--- config.mk ---
export PLATFORM = sky130hd
export DESIGN_NAME = seq_match_tracker
export DESIGN_NICKNAME = d
export VERILOG_FILES = /design/src/rtl/seq_match_tracker.sv
export SDC_FILE = /design/constraint.sdc
export NUM_CORES = 1
export LEC_CHECK = 0
export ABC_AREA = 0
export BUFFER_PORTS_ARGS = -buffer_cell sky130_fd_sc_hd__buf_4
export CAP_MARGIN = 40
export CORE_MARGIN = 2
export CORE_UTILIZATION = 35
export DETAILED_ROUTE_END_ITERATION = 10
export GPL_ROUTABILITY_DRIVEN = 1
export GPL_TIMING_DRIVEN = 0
export SLEW_MARGIN = 25
export SYNTH_ARGS = -nofsm -noshare
export SYNTH_HDL_FRONTEND = slang
export SYNTH_SLANG_ARGS = --single-unit
--- constraint.sdc ---
create_clock -name clk -period 2 [get_ports clk]
set_input_delay 0.4 -clock clk [delete_from_list [all_inputs] [get_ports clk]]
set_output_delay 0.4 -clock clk [all_outputs]
set_load 0.05 [all_outputs]
--- src/rtl/seq_match_tracker.sv ---
// seq_match_tracker: hardware tracker for "a_clk ##1 matched ##1 d_clk" with overlapping
// attempts and saturating match/failure statistics. Define SEQ_TRK_FAIL_CNT_EN to build fail_cnt.
module seq_match_tracker #(
  parameter int CNT_W = 16
) (
  input  logic             clk,
  input  logic             rst,
  input  logic             clr,
  input  logic             a_clk,
  input  logic             ev_pulse,
  input  logic             d_clk,
  output logic             match_o,
  output logic             pending_o,
  output logic             ovf_o,
  output logic [CNT_W-1:0] match_cnt,
  output logic [CNT_W-1:0] fail_cnt
);

  // Adds 0..3 to a counter and clamps at all-ones instead of wrapping.
  function automatic logic [CNT_W-1:0] sat_add(input logic [CNT_W-1:0] base,
                                               input logic [1:0]       inc);
    logic [CNT_W:0] sum;
    sum = {1'b0, base} + {{(CNT_W-1){1'b0}}, inc};
    if (sum[CNT_W]) begin
      sat_add = {CNT_W{1'b1}};
    end else begin
      sat_add = sum[CNT_W-1:0];
    end
  endfunction

  logic             att1_q, att1_d;
  logic             att2_q, att2_d;
  logic             pending_q, pending_d;
  logic             match_q, match_d;
  logic             ovf_q, ovf_d;
  logic [CNT_W-1:0] match_cnt_q, match_cnt_d;
  logic             m_s;
  logic             hit_s;

  // A same-cycle end-point counts as matched, so the pulse bypasses the latch.
  assign m_s   = pending_q | ev_pulse;
  assign hit_s = att2_q & d_clk;

  // Next-state for the attempt pipeline, pending latch, overflow and match counter.
  always_comb begin
    att1_d      = 1'b0;
    att2_d      = 1'b0;
    pending_d   = 1'b0;
    match_d     = 1'b0;
    ovf_d       = 1'b0;
    match_cnt_d = {CNT_W{1'b0}};
    if (clr) begin
      att1_d      = 1'b0;
      att2_d      = 1'b0;
      pending_d   = 1'b0;
      match_d     = 1'b0;
      ovf_d       = 1'b0;
      match_cnt_d = {CNT_W{1'b0}};
    end else begin
      att1_d    = a_clk;
      att2_d    = att1_q & m_s;
      match_d   = hit_s;
      // The first stage-1 evaluation consumes the latched end-point.
      pending_d = m_s & ~att1_q;
      ovf_d     = ovf_q | (ev_pulse & pending_q & ~att1_q);
      if (hit_s) begin
        match_cnt_d = sat_add(match_cnt_q, 2'd1);
      end else begin
        match_cnt_d = match_cnt_q;
      end
    end
  end

  // State registers.
  always_ff @(posedge clk or posedge rst) begin
    if (rst) begin
      att1_q      <= 1'b0;
      att2_q      <= 1'b0;
      pending_q   <= 1'b0;
      match_q     <= 1'b0;
      ovf_q       <= 1'b0;
      match_cnt_q <= {CNT_W{1'b0}};
    end else begin
      att1_q      <= att1_d;
      att2_q      <= att2_d;
      pending_q   <= pending_d;
      match_q     <= match_d;
      ovf_q       <= ovf_d;
      match_cnt_q <= match_cnt_d;
    end
  end

  assign match_o   = match_q;
  assign pending_o = pending_q;
  assign ovf_o     = ovf_q;
  assign match_cnt = match_cnt_q;

`ifdef SEQ_TRK_FAIL_CNT_EN
  logic [CNT_W-1:0] fail_cnt_q, fail_cnt_d;
  logic             f1_s;
  logic             f2_s;

  assign f1_s = att1_q & ~m_s;
  assign f2_s = att2_q & ~d_clk;

  // Both stages can fail on the same edge, so the increment is 0, 1 or 2.
  always_comb begin
    fail_cnt_d = {CNT_W{1'b0}};
    if (clr) begin
      fail_cnt_d = {CNT_W{1'b0}};
    end else begin
      fail_cnt_d = sat_add(fail_cnt_q, {1'b0, f1_s} + {1'b0, f2_s});
    end
  end

  // Failure counter register.
  always_ff @(posedge clk or posedge rst) begin
    if (rst) begin
      fail_cnt_q <= {CNT_W{1'b0}};
    end else begin
      fail_cnt_q <= fail_cnt_d;
    end
  end

  assign fail_cnt = fail_cnt_q;
`else
  assign fail_cnt = {CNT_W{1'b0}};
`endif

endmodule

After elaboration in Yosys (flattened, before gate mapping)
Cells that the tools add are included.
Widths: inputs -> output; s select.
- bits in registers: 21
- reduce and logical (&&, ||, !) cells: 1
- bitwise operators: 8
- muxes and demuxes: 8
- $add $sub $neg: 1
- operator list (cell ; count):
    $mux 16 ; 3
    $add 16x1->17 const B ; 1
    $and 1x1->1 ; 5
    $mux 1 ; 5
    $or 1x1->1 ; 2
    $reduce_bool 2->1 ; 1
    $not 1->1 ; 1

Depth between registers and ports, before layout
Gate-level depths: netlist (run 1).
- depth after elaboration: 4
- depth in mapped cells: 6
- depth with buffers taken out: 5

Worst setup path after synthesis (run 1)
Ideal clock, no wire load.
- path kind: reg-to-reg
- from: register match_cnt_q[0] (netlist: match_cnt[0])
- to: register match_cnt_q[5] (netlist: match_cnt[5])
- library setup time: 0.094 ns
- required time: 1.906 ns
- cell stages (with the launch flop): 7
- clock period less this slack: 2.030 ns
- setup slack: -0.030 ns
- arrival time: 1.936 ns
- cell sequence: dfrtp_1 ha_1 nand3_2 nor4_4 buf_6 o21ai_1 a221oi_2
- word-level cells in the longest chain between the ends: 4
- ends and longest elaborated chain (what ; RTL line ; source):
    start, declared ; 36 ; logic [CNT_W-1:0] match_cnt_q, match_cnt_d;
    start signal, assigned ; 82 ; match_cnt_q <= {CNT_W{1'b0}};
    start signal, assigned ; 89 ; match_cnt_q <= match_cnt_d;
    $add 16x1->17 ; 23 ; sum = {1'b0, base} + {{(CNT_W-1){1'b0}}, inc};
    $mux 16 ; 24 ; if (sum[CNT_W]) begin
    $mux 16 ; 66 ; if (hit_s) begin
    $mux 16 ; 52 ; if (clr) begin
No other way between the ends. The select of a mux whose other input is x is not followed.
A chain may end at the register's enable or synchronous reset.

Final worst setup path (run 1)
- from: register match_cnt_q[3] (netlist: match_cnt[3])
- to: register match_cnt_q[15] (netlist: match_cnt[15])
The elaborated chain is that of the path after synthesis.

==> results of run 1 <==
[through the flow]
| stage | util, % | hold slack [ps] | area, sq um | std cells | setup WS [ps] |
|---|---|---|---|---|---|
| floorplan | - | 376 | 1320 | 153 | 86.1 |
| global placement | 45.9 | 408 | 1560 | 223 | 91.0 |
| detailed placement | 45.9 | 418 | 1560 | 223 | 83.7 |
| CTS | 46.7 | 276 | 1580 | 227 | 58.0 |
| global route | 47.4 | 24.8 | 1610 | 229 | 109 |
| finish | 47.4 | 23.1 | 1610 | 229 | 272 |
[area by class of cell]
class / instances / area (sq um) / area share, %
clock buffers: 4 / 26.3 / 1.64
flip-flops and latches: 21 / 528 / 32.9
well taps: 46 / 57.6 / 3.59
inverters: 8 / 30.0 / 1.87
multi-input cells: 102 / 608 / 37.9
plain buffers: 22 / 153 / 9.51
repair buffers: 26 / 203 / 12.6
[cells in the final DEF, fill, tap and decap left out, types with 2 or more instances in the layout]
cell type and count:
and2_1 2, dfrtp_1 19, nand3_1 4, clkbuf_1 4
nor4_1 5, nand4_1 7, nor3_1 11, clkbuf_4 3
a221oi_1 3, a21oi_1 2, o21ai_1 5, nor2_1 12
a31oi_1 4, nor2b_1 3, conb_1 16, a211oi_1 5
buf_4 41, inv_1 8, and3_1 6, nand2_1 2
dfrtp_2 2
[metal layers]
layer,up-vias,GRT usage [%],wire (um)
met4,0,2.45,13
met1,560,19.8,1300
met2,41,24.6,1360
met5,-,0,0
li1,562,-,-
met3,2,3.52,169
[power breakdown]
group          internal (mW)  switching (mW)  leakage, nW
Sequential             0.430         0.00447        0.287
Combinational         0.0413           0.108        0.475
Clock                 0.0777           0.127       0.0150
[timing repair]
item,CTS,global route
hold buffers,0,0
endpoints found under the setup margin,0,4
buffers inserted,0,1
[path summary, 6_finish.rpt]
check | to | slack [ps] | cells past startpoint
setup / recovery | match_cnt[15] | 270 | 5
setup reg to reg | match_cnt[15] | 270 | 5
hold / removal | match_cnt[8] | 20 | 2
min in group clk | att1_q | 310 | 2
max in group asynchronous | match_cnt[0] | 1560 | 3
hold reg to reg | pending_o | 430 | 1
[cells by family (layout without fill, tap and decap cells)]
| family | count (synthesis) | after routing |
|---|---|---|
| simple gates | 63 | 63 |
| compound gates | 22 | 22 |
| buf+inv | 30 | 60 |
| fa+ha+maj | 1 | 1 |
| flops | 21 | 21 |
| other cells | 1 | 16 |
[registers in the layout, indices dropped and copies added (netlist names)]
signal	flops
ovf_o	1
match_o	1
pending_o	1
att1_q	1
match_cnt	16
att2_q	1
[worst register-to-register path, delay by kind of cell, from the launching register on]
| kind | cells | cell delay, ps |
|---|---|---|
| AND/OR/NAND/NOR | 3 | 800 |
| flip-flops | 1 | 500 |
| buffers and inverters | 1 | 220 |
| AO/OA/AOI/OAI | 1 | 80 |
==> summary.md, run 1 <==
| Metric | Value |
|---|---|
| CP Class | reg -> reg |
| Post_cts resized | 0 |
| WL/cell | 12.4 um |
| Grt ovf | 0 |
| Initial DRC count | 63 |
| Post-synthesis mux area share | 0% |
| Reg clk slew, reported paths | 120 ps |
| Final ANT Viol Nets | 0 |
| Lkg Pwr | 0.777 nW |
| Share of cells above drive strength 1 | 30.6% |
| Least-Margin Pin Slew | 538 ps |
| Via count | 1165 |
| Ant. Diodes | 0 |
| Row count | 21 |
| Vias per cell | 5.09 |
| Initial Util | 37.2% |
| First-pass GRT wire length | 4920 um |
| Min-Delay Path Class | in -> async |
| Full die area | 4100 sq um |
| Worst Path Required | 2180 ps |
| Unrepaired setup endpoints after global routing | no |
| GP Congestion | 0.886 |
| Tot Pwr | 0.789 mW |
| Die height | 64 um |
| Core area | 3390 sq um |
| CTS root buf | clkbuf_4 |
| Top FF cell, synth | dfrtp_1 |
| H-tree levels | 1 |
| Xor and xnor area share after synthesis | 0% |
| Top post-synthesis cells by count | dfrtp_1 (21), buf_4 (16), nor2_1 (12), nor3_1 (11), inv_1 (8) |
| Number of I/O pins | 41 |
| Period utilization | 86.4% |
| Maxcap violations | 0 |
| Buffers & Inverters on Critical Path | 1 |
| Top-area cell type share of the netlist area | 41.7% |
| Max FO, Critical Path | 10 |
| Final net count | 191 |
| TritonCTS Sinks | 21 |
| Initial antenna violation count | 0 |
| Fill cells | 327 |
| Synth warn | 0 |
| Slowest-stage cell, CP | dfrtp_1 |
| Port Buf Inserts | 24 |
| Post-Synth Simple-Gate Area | 30.1% |
| Hold Vio Cnt, Final | 0 |
| Post-synthesis sequential area ratio | 41.7% |
| Slew Viols, Final | 0 |
| Hpwl dp | 2090 um |
| CTS tree | built |
| CP delay by family, top | simple AND/OR/NAND/NOR gates |
| Area share of fa/ha/maj cells after synthesis | 0.993% |
| Drt first pass iters | 4 |
| Syn Area/Cell | 9.13 sq um |
| Worst skew pair latency | 300 ps |
| Async SR Flop Fraction | 100% |
| Crit. Startpoint | match_cnt[3] |
| Layout area overhead | 27.4% |
| Pwr Density | 491 nW/um^2 |
| Largest net degree at the start of global routing | 22 |
| Status | finished, final reports clean |
| Number of flops mapped to enable cells by yosys | 0 |
| CTS Buf Count | 3 |
| Syn Inst Count | 138 |
| Worst path max stage delay | 500 ps |
| Largest cells by area after synthesis | dfrtp_1 (42%), buf_4 (9.5%), nor3_1 (4.4%), nor2_1 (3.6%), nand4_1 (3.5%) |
| Worst reg2reg path startpoint | match_cnt[3] |
| Cell Area, Synth | 1260 sq um |
| Compound-cell area share of the yosys netlist | 12.4% |
| Post-layout min period | 1730 ps |
| Yosys cell types | 37 |
| Synth Register Bits | 21 |
| Data arrival time of the critical path | 1900 ps |
| Clock skew | 3.38 ps |
| Vias in the first global route | 1082 |
| Gr usage total | 14.8% |
| Clk buf depth | 2 |
| Nature of the critical path endpoint | flip-flop |
| Largest family of logic cells by synthesized area | simple AND/OR/NAND/NOR gates |
| WL final | 2840 um |
| Slew headroom | 64.2% |
| Setup crit start kind | flip-flop |
| Synth area leader | dfrtp_1 |
| Max Clk Rate | 579 MHz |
| Setup TNS | 0 ps |
| Die width | 64 um |
| Sequence of cells on the critical path | nand4_2 > buf_2 > nor4_1 > nor4b_1 > a211oi_1 |
| Final setup violation count | 0 |
| Most common cell in the netlist | dfrtp_1 |
| Post-route DRC | 0 |
| Peak VDD IR | 357 uV |
No activity file was read; power rests on OpenSTA's default activity.
==> inputs of run 2 (changes only) <==
--- a/config.mk
+++ b/config.mk
@@ -11,7 +11,7 @@
 export CORE_MARGIN = 2
 export CORE_UTILIZATION = 35
 export DETAILED_ROUTE_END_ITERATION = 10
-export GPL_ROUTABILITY_DRIVEN = 1
+export GPL_ROUTABILITY_DRIVEN = 0
 export GPL_TIMING_DRIVEN = 0
 export SLEW_MARGIN = 25
 export SYNTH_ARGS = -nofsm -noshare
==> constraint.sdc (replaced) <==
create_clock -name clk -period 2 [get_ports clk]
set_input_delay 0.2 -clock clk [delete_from_list [all_inputs] [get_ports clk]]
set_output_delay 0.2 -clock clk [all_outputs]
set_load 0.05 [all_outputs]
==> run 2 against run 1 <==
Combinational power hardly changed; utilization is 0.30 points higher; design area is 0.62% higher; wire length is 0.53% higher; sequential power hardly changed; register-to-register slack hardly changed; non-clock buffer count is 1 higher; critical endpoint unchanged.
==> summary.md, run 2 (same netlist as run 1, synthesis figures left out) <==
| Metric | Value |
|---|---|
| Largest net degree at the start of global routing | 22 |
| Slew headroom | 63.5% |
| WL/cell | 12.4 um |
| Initial antenna violation count | 0 |
| Hold Path Stages | 2 |
| Worst reg2reg endpoint | match_cnt[15] |
| First-pass GRT wire length | 4920 um |
| Worst Setup Slack, final | 260 ps |
| CTS Buf Count | 3 |
| Initial DRC count | 65 |
| Via count | 1174 |
| CTS root buf | clkbuf_4 |
| TritonCTS Sinks | 21 |
| Logic pwr share | 19.1% |
| Max reg flops | 16 |
| Pwr Density | 490 nW/um^2 |
| Share of cells above drive strength 1 | 30.4% |
| CTS tree | built |
| Initial Util | 37.2% |
| Setup TNS | 0 ps |
| Min-Delay Endpoint | att1_q |
| Die height | 64 um |
| H-tree levels | 1 |
| DP Worst Slack | 83.7 ps |
| Worst skew pair latency | 300 ps |
| Drt first pass iters | 4 |
| Least-Margin Pin Slew | 548 ps |
| Clock power share | 26.0% |
| Final ANT Viol Nets | 0 |
| Vias per cell | 5.10 |
| Seq pwr share | 54.9% |
| Worst reg2reg path startpoint | match_cnt[3] |
| Cell Int Power | 0.550 mW |
| Post-route DRC | 0 |
| Net Switching | 0.241 mW |
| Min-Delay Startpoint | a_clk |
| Worst reg-to-reg setup slack | 260 ps |
| Die width | 64 um |
| Full die area | 4100 sq um |
| Clock skew | 4.28 ps |
| Max Clk Rate | 575 MHz |
| Core area | 3390 sq um |
| Sequence of cells on the critical path | nand4_2 > buf_2 > nor4_1 > nor4b_1 > a211oi_1 |
| Ant. Diodes | 0 |
| Port Buf Inserts | 24 |
| WL final | 2850 um |
| Number of I/O pins | 41 |
| Row count | 21 |
| Lkg Pwr | 0.781 nW |
| Grt ovf | 0 |
| Period utilization | 87.0% |
| Nature of the critical path endpoint | flip-flop |
| Reg clk slew, reported paths | 120 ps |
| Placed cell count | 223 |
| R2R cell count | 5 |
| Max FO, Critical Path | 10 |
| Post_cts resized | 0 |
| Peak VDD IR | 358 uV |
| Most common cell after layout, fill and taps aside | buf_4 |
| Post-layout min period | 1740 ps |
| Vias in the first global route | 1082 |
| Slowest-stage cell, CP | dfrtp_1 |
| Data arrival time of the critical path | 1920 ps |
| Cell Count, Final, Fillers Out | 230 |
| Gr usage total | 14.8% |
| Worst path max stage delay | 500 ps |
| Maxcap violations | 0 |
| Status | finished, final reports clean |
| Hold Vio Cnt, Final | 0 |
| Final setup violation count | 0 |
| Final net count | 192 |
| Tot Pwr | 0.791 mW |
| Min-Delay Path Class | in -> reg |
| Worst Path Required | 2180 ps |
| Commonest non-fill, non-tap cells in the layout | buf_4 (41), dfrtp_1 (19), conb_1 (16) |
| Crit. Startpoint | match_cnt[3] |
| Layout area overhead | 28.2% |
| Hpwl dp | 2090 um |
| Slew Viols, Final | 0 |
| Clk buf depth | 2 |
| CP Class | reg -> reg |
| Setup crit start kind | flip-flop |
| Unrepaired setup endpoints after global routing | no |
| Switching share of power | 30.5% |
-- run 2: changes by cell type in the layout (fill, tap and decap cells not counted), sizes merged --
| cell | previous run | this run |
|---|---|---|
| dlygate4sd3 | 0 | 1 |
-- run 2: per-stage QoR --
step	area, sq um	hold slack, ps	utilization, %
after floorplan	1320	176	-
after global placement	1560	404	45.9
after detailed placement	1560	416	45.9
after CTS	1580	76.2	46.7
after global routing	1620	122	47.7
final	1620	113	47.7
-- run 2: final cells by class --
cell class                      instances  area, sq um
Timing Repair Buffer                   27          213
Multi-Input combinational cell        102          608
Clock buffer                            4         26.3
Tap cell                               46         57.6
Buffer                                 22          153
Sequential cell                        21          528
Fill cell                             326         1770
Inverter                                8         30.0
-- run 2: worst max path at each step --
stage	end	slack, ps	depth (start not counted)
4_1_cts	match_cnt[11]	60	6
2_1_floorplan	match_cnt[5]	90	6
6_report	match_cnt[15]	260	5
5_1_grt	match_cnt[9]	110	5
3_3_place_gp	match_cnt[5]	90	6
3_5_place_dp	match_cnt[11]	80	6
-- run 2: power by group through the flow --
stage	logic, mW	clock network (mW)	registers (mW)
after global placement	0.145	0	0.442
final	0.151	0.206	0.434
after CTS	0.146	0.213	0.435
after detailed placement	0.146	0	0.443
after global routing	0.161	0.229	0.436
after floorplan	0.111	0	0.455
-- run 2: timing repair --
| action | in CTS | in global routing |
|---|---|---|
| endpoints found under the setup margin | 0 | 4 |
| hold buffers | 0 | 1 |
| endpoints found under the hold margin | 0 | 6 |
| setup buffers | 0 | 1 |
-- run 2: routing by layer --
| metal | share of wire, % | global-route usage [%] | up-vias |
|---|---|---|---|
| li1 | - | - | 565 |
| met1 | 46 | 19.8 | 565 |
| met2 | 48 | 24.6 | 42 |
| met3 | 5.9 | 3.52 | 2 |
| met4 | 0.46 | 2.45 | 0 |
| met5 | 0 | 0 | - |
-- run 2: critical path, delay by kind of cell, from the launching register on --
kind                   cells  cell delay, ps
and+or+nand+nor            3             820
DFF                        1             500
buffers and inverters      1             220
AOI/OAI and AO/OA          1              80
